File: src/rtl/feature_row_reader.sv
// feature_row_reader: reads 8-bit feature pixels row by row from the feature-buffer FIFO
// and skips each row's 16-pixel alignment tail with push_bubble.
// Latency: start sampled at edge 0 -> fifo_rden in cycle 1 -> o_pix_valid in cycle 3.
// Throughput is 1 pixel/cycle, plus one BUBBLE cycle per row when the row is not 16-aligned.
// Backpressure: a 2-entry skid buffer. FIFO reads are throttled so that it never
// overflows, and o_pix_* hold steady while o_pix_valid && !i_pix_ready.
//
// Ports:
//   system_clk, rst_n (async, active-low)
//   start, cfg_row_width, cfg_row_num : frame command; accepted only when idle
//   busy, done                        : frame status; done is a one-cycle pulse
//   fifo_rden/fifo_rddata/fifo_empty  : FIFO 8-bit read port; data arrives the cycle after rden
//   fifo_push_bubble/fifo_bubble_num  : skip the unused tail of the row's last 128-bit word
//   o_pix_*/i_pix_ready               : ready/valid pixel stream with row/frame end tags
// Optional build macro FEATURE_ROW_READER_PAD_EN adds cfg_pad_en. When cfg_pad_en is set,
// each row is framed by a leading and a trailing 0x00 pixel.

module feature_row_reader #(
  parameter int MAX_W      = 10,
  parameter int OBUF_DEPTH = 2
) (
  input  logic             system_clk,
  input  logic             rst_n,
  input  logic             start,
  input  logic [MAX_W-1:0] cfg_row_width,
  input  logic [MAX_W-1:0] cfg_row_num,
`ifdef FEATURE_ROW_READER_PAD_EN
  input  logic             cfg_pad_en,
`endif
  output logic             busy,
  output logic             done,
  output logic             fifo_rden,
  input  logic [7:0]       fifo_rddata,
  input  logic             fifo_empty,
  output logic             fifo_push_bubble,
  output logic [MAX_W-1:0] fifo_bubble_num,
  output logic             o_pix_valid,
  output logic [7:0]       o_pix_data,
  output logic             o_pix_last_col,
  output logic             o_pix_last_row,
  input  logic             i_pix_ready
);

  localparam int PW = (OBUF_DEPTH > 1) ? $clog2(OBUF_DEPTH) : 1;
  localparam int OW = $clog2(OBUF_DEPTH + 1);
  localparam logic [MAX_W-1:0] ONE = {{(MAX_W-1){1'b0}}, 1'b1};

  typedef enum logic [2:0] {
    IDLE,
    READ,
    BUBBLE,
    DRAIN
`ifdef FEATURE_ROW_READER_PAD_EN
    ,
    PAD_L,
    PAD_R
`endif
  } state_t;

  state_t           state_q, state_d;
  state_t           row_start_st;   // first state of every row after the first one
  state_t           first_st;       // first state of the frame, taken from the live config

  logic [MAX_W-1:0] width_q, rows_q, pad_q, col_q, row_q;
  logic             pad_en_q;
  logic             inflight_q;     // a FIFO read was issued last cycle; its data is on fifo_rddata
  logic             tag_lc_q, tag_lr_q;

  logic [OW-1:0]    occ_q;
  logic [PW-1:0]    wr_ptr_q, rd_ptr_q;
  logic [9:0]       obuf_q [OBUF_DEPTH];

  logic             pop, space, col_last, row_last, frame_end, pipe_idle;
  logic             accept, finish, ins_vld, ins_lc, ins_lr, wr_en;
  logic [9:0]       wr_dat;
  logic [3:0]       pad4;
  logic [OW:0]      level;

  // Distance from the row width up to the next multiple of 16 (modulo 16).
  assign pad4 = 4'd0 - cfg_row_width[3:0];

`ifdef FEATURE_ROW_READER_PAD_EN
  assign row_start_st = pad_en_q ? PAD_L : READ;
  assign first_st     = cfg_pad_en ? PAD_L : READ;

  always_ff @(posedge system_clk or negedge rst_n) begin
    if (!rst_n) begin
      pad_en_q <= 1'b0;
    end else if (accept) begin
      pad_en_q <= cfg_pad_en;
    end
  end
`else
  assign row_start_st = READ;
  assign first_st     = READ;
  assign pad_en_q     = 1'b0;
`endif

  assign o_pix_valid = (occ_q != '0);
  assign {o_pix_data, o_pix_last_col, o_pix_last_row} = obuf_q[rd_ptr_q];
  assign pop         = o_pix_valid && i_pix_ready;

  // Count the entries already held plus the read still in flight, minus this cycle's pop.
  // A new read (or pad insert) is allowed only while that total leaves a free slot.
  assign level     = {1'b0, occ_q} + (OW+1)'(inflight_q) - (OW+1)'(pop);
  assign space     = (level < (OW+1)'(OBUF_DEPTH));
  assign pipe_idle = (occ_q == '0) && !inflight_q;

  assign col_last  = (col_q == width_q - ONE);
  assign row_last  = (row_q == rows_q - ONE);
  // row_q has already advanced past the row just read, so this means the frame is complete.
  assign frame_end = (row_q == rows_q);

  always_comb begin
    state_d          = state_q;
    fifo_rden        = 1'b0;
    fifo_push_bubble = 1'b0;
    fifo_bubble_num  = '0;
    accept           = 1'b0;
    finish           = 1'b0;
    ins_vld          = 1'b0;
    ins_lc           = 1'b0;
    ins_lr           = 1'b0;
    case (state_q)
      IDLE: begin
        if (start) begin
          accept = 1'b1;
          if (cfg_row_width == '0 || cfg_row_num == '0) begin
            state_d = DRAIN;
          end else begin
            state_d = first_st;
          end
        end
      end
      READ: begin
        fifo_rden = !fifo_empty && space;
        if (fifo_rden && col_last) begin
`ifdef FEATURE_ROW_READER_PAD_EN
          if (pad_en_q) begin
            state_d = PAD_R;
          end else
`endif
          if (pad_q != '0) begin
            state_d = BUBBLE;
          end else if (row_last) begin
            state_d = DRAIN;
          end else begin
            state_d = READ;
          end
        end
      end
      BUBBLE: begin
        fifo_push_bubble = 1'b1;
        fifo_bubble_num  = pad_q;
        state_d          = frame_end ? DRAIN : row_start_st;
      end
`ifdef FEATURE_ROW_READER_PAD_EN
      PAD_L: begin
        if (space) begin
          ins_vld = 1'b1;
          ins_lr  = row_last;
          state_d = READ;
        end
      end
      PAD_R: begin
        // Wait until the row's FIFO pixels have left the skid buffer.
        // The trailing zero then carries the end-of-row tag.
        if (pipe_idle) begin
          ins_vld = 1'b1;
          ins_lc  = 1'b1;
          ins_lr  = frame_end;
          if (pad_q != '0) begin
            state_d = BUBBLE;
          end else if (frame_end) begin
            state_d = DRAIN;
          end else begin
            state_d = PAD_L;
          end
        end
      end
`endif
      DRAIN: begin
        if (pipe_idle) begin
          finish  = 1'b1;
          state_d = IDLE;
        end
      end
      default: state_d = IDLE;
    endcase
  end

  always_ff @(posedge system_clk or negedge rst_n) begin
    if (!rst_n) begin
      state_q    <= IDLE;
      busy       <= 1'b0;
      done       <= 1'b0;
      width_q    <= '0;
      rows_q     <= '0;
      pad_q      <= '0;
      col_q      <= '0;
      row_q      <= '0;
      inflight_q <= 1'b0;
      tag_lc_q   <= 1'b0;
      tag_lr_q   <= 1'b0;
    end else begin
      state_q    <= state_d;
      done       <= finish;
      inflight_q <= fifo_rden;
      if (accept) begin
        busy <= 1'b1;
      end else if (finish) begin
        busy <= 1'b0;
      end
      // Tags travel one cycle behind the read, lined up with fifo_rddata.
      if (fifo_rden) begin
        tag_lc_q <= col_last && !pad_en_q;
        tag_lr_q <= row_last;
      end
      if (accept) begin
        width_q <= cfg_row_width;
        rows_q  <= cfg_row_num;
        pad_q   <= {{(MAX_W-4){1'b0}}, pad4};
        col_q   <= '0;
        row_q   <= '0;
      end else if (fifo_rden) begin
        if (col_last) begin
          col_q <= '0;
          row_q <= row_q + ONE;
        end else begin
          col_q <= col_q + ONE;
        end
      end
    end
  end

  // Skid buffer write: either returning FIFO data or an inserted pad pixel.
  // A pad pixel is inserted only when no read is in flight, so the two never collide.
  assign wr_en  = inflight_q || ins_vld;
  assign wr_dat = inflight_q ? {fifo_rddata, tag_lc_q, tag_lr_q} : {8'h00, ins_lc, ins_lr};

  always_ff @(posedge system_clk or negedge rst_n) begin
    if (!rst_n) begin
      for (int i = 0; i < OBUF_DEPTH; i++) begin
        obuf_q[i] <= '0;
      end
      wr_ptr_q <= '0;
      rd_ptr_q <= '0;
      occ_q    <= '0;
    end else begin
      if (wr_en) begin
        obuf_q[wr_ptr_q] <= wr_dat;
        wr_ptr_q         <= wr_ptr_q + PW'(1);
      end
      if (pop) begin
        rd_ptr_q <= rd_ptr_q + PW'(1);
      end
      occ_q <= occ_q + OW'(wr_en) - OW'(pop);
    end
  end

endmodule

File: config.mk
export PLATFORM = sky130hd
export DESIGN_NAME = feature_row_reader
export DESIGN_NICKNAME = d
export VERILOG_FILES = /design/src/rtl/feature_row_reader.sv
export SDC_FILE = /design/constraint.sdc
export NUM_CORES = 1
export LEC_CHECK = 0
export BUFFER_PORTS_ARGS = -buffer_cell sky130_fd_sc_hd__buf_2
export CAP_MARGIN = 30
export CORE_MARGIN = 2
export CORE_UTILIZATION = 45
export DETAILED_ROUTE_END_ITERATION = 6
export HOLD_SLACK_MARGIN = 0.08
export SETUP_SLACK_MARGIN = 0.2
export SLEW_MARGIN = 20
export SYNTH_ARGS = -nofsm -noshare
export SYNTH_HDL_FRONTEND = slang
export SYNTH_SLANG_ARGS = --single-unit
export TNS_END_PERCENT = 50
File: constraint.sdc
create_clock -name system_clk -period 5.9 [get_ports system_clk]
set_input_delay 0 -clock system_clk [delete_from_list [all_inputs] [get_ports system_clk]]
set_output_delay 0 -clock system_clk [all_outputs]
set_load 0.02 [all_outputs]
==> out/results.tsv <==
stage	metric	value	unit
outcome	status	finished clean	
logic_synthesis	number of synthesized register bits	74	
clock_tree	Root Buffer	clkbuf_8	
placement	# port buffers	51	
timing	Fin. Hold Viols	0	
detailed_routing	Vias	3355	
logic_synthesis	Synth Area in Simple Gates	22.8	%
setup_path	CP Cell Sequence	inv_1 -> nand2_1 -> and2_1 -> ha_1 -> inv_1 -> ha_1 -> fa_1 -> or4_4 -> or2_1 -> clkinv_2 -> nand3_4 -> nor3_1 -> mux2_1	
logic_synthesis	Seq/Total Area, Yosys	44.1	%
grt	vias in the first global route	3435	
min_path	hold endpoint	state_q[1]$_DFFE_PN0P_	
finish	Synth-to-Final Area Change	19.5	%
setup_path	FF-to-FF setup slack	2.23	ns
logic_synthesis	post-synthesis mux area share	9.31	%
floorplan	die width	101	um
logic_synthesis	Post-Synth XOR/XNOR Area	7.10	%
grt	All-Layer GR Usage	20.2	%
floorplan	die height	101	um
logic_synthesis	number of distinct library cells after synthesis	57	
setup_path	Critical Path Sink Type	flip-flop	
floorplan	# IOs	58	
timing	Least-Margin Pin Slew	0.666	ns
timing	RSZ-0062 raised after global routing	false	
detailed_routing	drt first-iter violations	154	
setup_path	Crit-path slowest cell	or4_4	
timing	Peak Freq	272	MHz
logic_synthesis	Post-synth ARST share	100	%
setup_path	crit path max fanout	13	
logic_synthesis	synthesized cell area	0.00420	mm^2
detailed_routing	DR WL/cell	14.6	um
timing	setup TNS	0	ns
setup_path	critical path's largest stage delay	0.54	ns
logic_synthesis	synth warn	0	
floorplan	row count	35	
timing	period utilisation layout	62.2	%
placement	pre-CTS setup slack	2.25	ns
timing	Worst Skew	0.00807	ns
finish	Final Non-Filler Cells	636	
timing	fin. max-slew vios	0	
logic_synthesis	Most used DFF post-synth	dfrtp_1	
placement	Placed Cells	588	
finish	Layout fillers	820	
detailed_routing	Total Wirelength	9260	um
logic_synthesis	Synth Area in Compound Gates	8.68	%
pwr	Lkg Pwr	0.00232	uW
timing	PnR worst setup slack	2.23	ns
pwr	Cell Pwr Density	434	mW/mm^2
finish	ant diodes	0	
grt	global-route wire length before repair	16200	um
clock_tree	post-CTS setup buffer count	0	
setup_path	CP required	6.13	ns
setup_path	Critical Path Start Type	flip-flop	
timing	min cycle time layout	3.67	ns
detailed_routing	Via density	5.28	
placement	DP HPWL	6370	um
finish	fin nets	561	
setup_path	Buf/Inv on CP	3	
clock_tree	clk sinks	74	
detailed_routing	Residual DRC	0	
finish	commonest non-fill, non-tap cells in the layout	91 x nand2_1, 74 x dfrtp_1, 51 x buf_2	
clock_tree	CTS tree	done	
placement	GP Congestion	0.836	
grt	largest net degree at the start of global routing	75	
clock_tree	H-tree depth	3	
setup_path	crit path DAT	3.90	ns
clock_tree	clock latency on the worst-skew pair	0.35	ns
finish	layout cells sized above 1	21.5	%
logic_synthesis	Mapped Cells	444	
floorplan	Initial Utilization	45.8	%
logic_synthesis	Post-synth EDFFs	0	
timing	max_slew headroom	55.6	%
setup_path	Worst Reg2Reg Path Length in Cells	13	
logic_synthesis	main combinational cell family by area after synthesis	simple AND/OR/NAND/NOR gates	
pwr	VDD IR-drop max	0.202	mV
timing	Final setup viols	0	
min_path	Hold WC Path Type	input port to flip-flop	
grt	total gr overflow	0	
detailed_routing	Post-DRT Antenna Nets	0	
finish	commonest non-fill, non-tap cell in the layout	nand2_1	
logic_synthesis	Synth Area in Adders	2.56	%
setup_path	RR Startpoint	occ_q[1]$_DFF_PN0_	
clock_tree	Inserted Clock Buffers	9	
min_path	hold depth	4	
clock_tree	clock-pin slew on the worst setup and hold paths	0.08	ns
floorplan	die area	0.0101	mm^2
setup_path	R2R Path End	row_q[7]$_DFFE_PN0P_	
floorplan	core box area	0.00915	mm^2
logic_synthesis	Avg Cell Area, Syn	9.45	um^2
setup_path	CP top delay family	simple AND/OR/NAND/NOR gates	
setup_path	Setup Crit Path Kind	flip-flop to flip-flop	
run	max-cap viol count	0	
clock_tree	clock tree buffer depth	2	
grt	initial antenna violation count	0	
min_path	worst hold start	fifo_empty	
detailed_routing	drt first pass iters	4	
==> synthesized netlist by cell type (10+ instances only) <==
cell	number	area, um^2
nand2_1	91	342
nor3_1	12	60.1
clkbuf_1	15	56.3
xnor2_1	19	166
nor4_1	10	62.6
dfrtp_1	74	1850
o21ai_0	13	65.1
inv_1	18	67.6
mux2_2	30	338
xor2_1	15	131
nor2_1	20	75.1
nand3_1	15	75.1
==> report_power, final <==
part / internal, uW / total (uW) / leakage, uW / switching [uW]
registers: 685 / 879 / 0.000933 / 195
logic: 420 / 921 / 0.00129 / 501
clock network: 160 / 374 / 0.0000884 / 215
total: 1260 / 2170 / 0.00232 / 910
==> through the flow <==
step / power (uW) / util (%) / hold WS [ns] / area, um^2
2_1_floorplan: 1570 / - / -0.296 / 4210
3_3_place_gp: 1760 / 48.9 / 0.207 / 4480
3_5_place_dp: 1790 / 49.1 / 0.214 / 4490
4_1_cts: 2190 / 54.5 / 0.104 / 4990
5_1_grt: 2360 / 54.8 / 0.0949 / 5010
6_report: 2170 / 54.8 / 0.119 / 5010
==> kinds of logic (layout without fill, tap and decap cells) <==
group / Yosys count / count (layout)
compound gates: 55 / 55
xor+xnor: 34 / 34
fa+ha+maj: 8 / 8
buf+inv: 46 / 122
flops: 74 / 74
mux: 35 / 35
other cells: 1 / 6
simple gates: 191 / 191
==> sequential cells by signal (all words and copies together), names as in the netlist <==
signal and flops:
tag_lr_q 1, inflight_q 1, done 1, tag_lc_q 1, occ_q 2, width_q 10
col_q 10, row_q 10, busy 1, wr_ptr_q 1, state_q 2, rows_q 10
rd_ptr_q 1, pad_q 3, obuf_q 20
==> how the worst max path moves through the flow <==
stage	depth (start not counted)	end	startpoint
after floorplan	15	row_q[7]$_DFFE_PN0P_	occ_q[1]$_DFF_PN0_
after global placement	13	row_q[7]$_DFFE_PN0P_	occ_q[1]$_DFF_PN0_
after detailed placement	13	row_q[7]$_DFFE_PN0P_	occ_q[1]$_DFF_PN0_
after CTS	13	row_q[7]$_DFFE_PN0P_	occ_q[1]$_DFF_PN0_
after global routing	13	row_q[7]$_DFFE_PN0P_	occ_q[1]$_DFF_PN0_
final	13	row_q[7]$_DFFE_PN0P_	occ_q[1]$_DFF_PN0_
==> what timing repair did <==
action                    4_1_cts  5_1_grt
hold buffers                   31        0
hold endpoints to repair      115        0
resized for setup               0        0
==> layer usage <==
layer / vias to the layer above / global-route usage, % / part of all wire [%]
met3: 13 / 3.88 / 3.4
met5: - / 0 / 0
met2: 72 / 33.4 / 48
met4: 0 / 6.64 / 1.6
li1: 1678 / - / -
met1: 1592 / 26.8 / 47
==> cell type report <==
type                       count  area (um^2)  share of cell area (%)
multi-input combinational    329         2140                    42.7
sequential                    74         1850                    36.9
timing repair buffer          86          623                    12.4
tap                          111          139                    2.77
clock buffer                   9          124                    2.47
inverter                      20         76.3                    1.52
clock inverter                 7         61.3                    1.22
==> worst min-delay path, stage by stage <==
cell and delay [ns]:
buf_2 0.09, or4_4 0.12, o22ai_1 0.08, and2_1 0.14
Power figures use the tool's default switching activity.
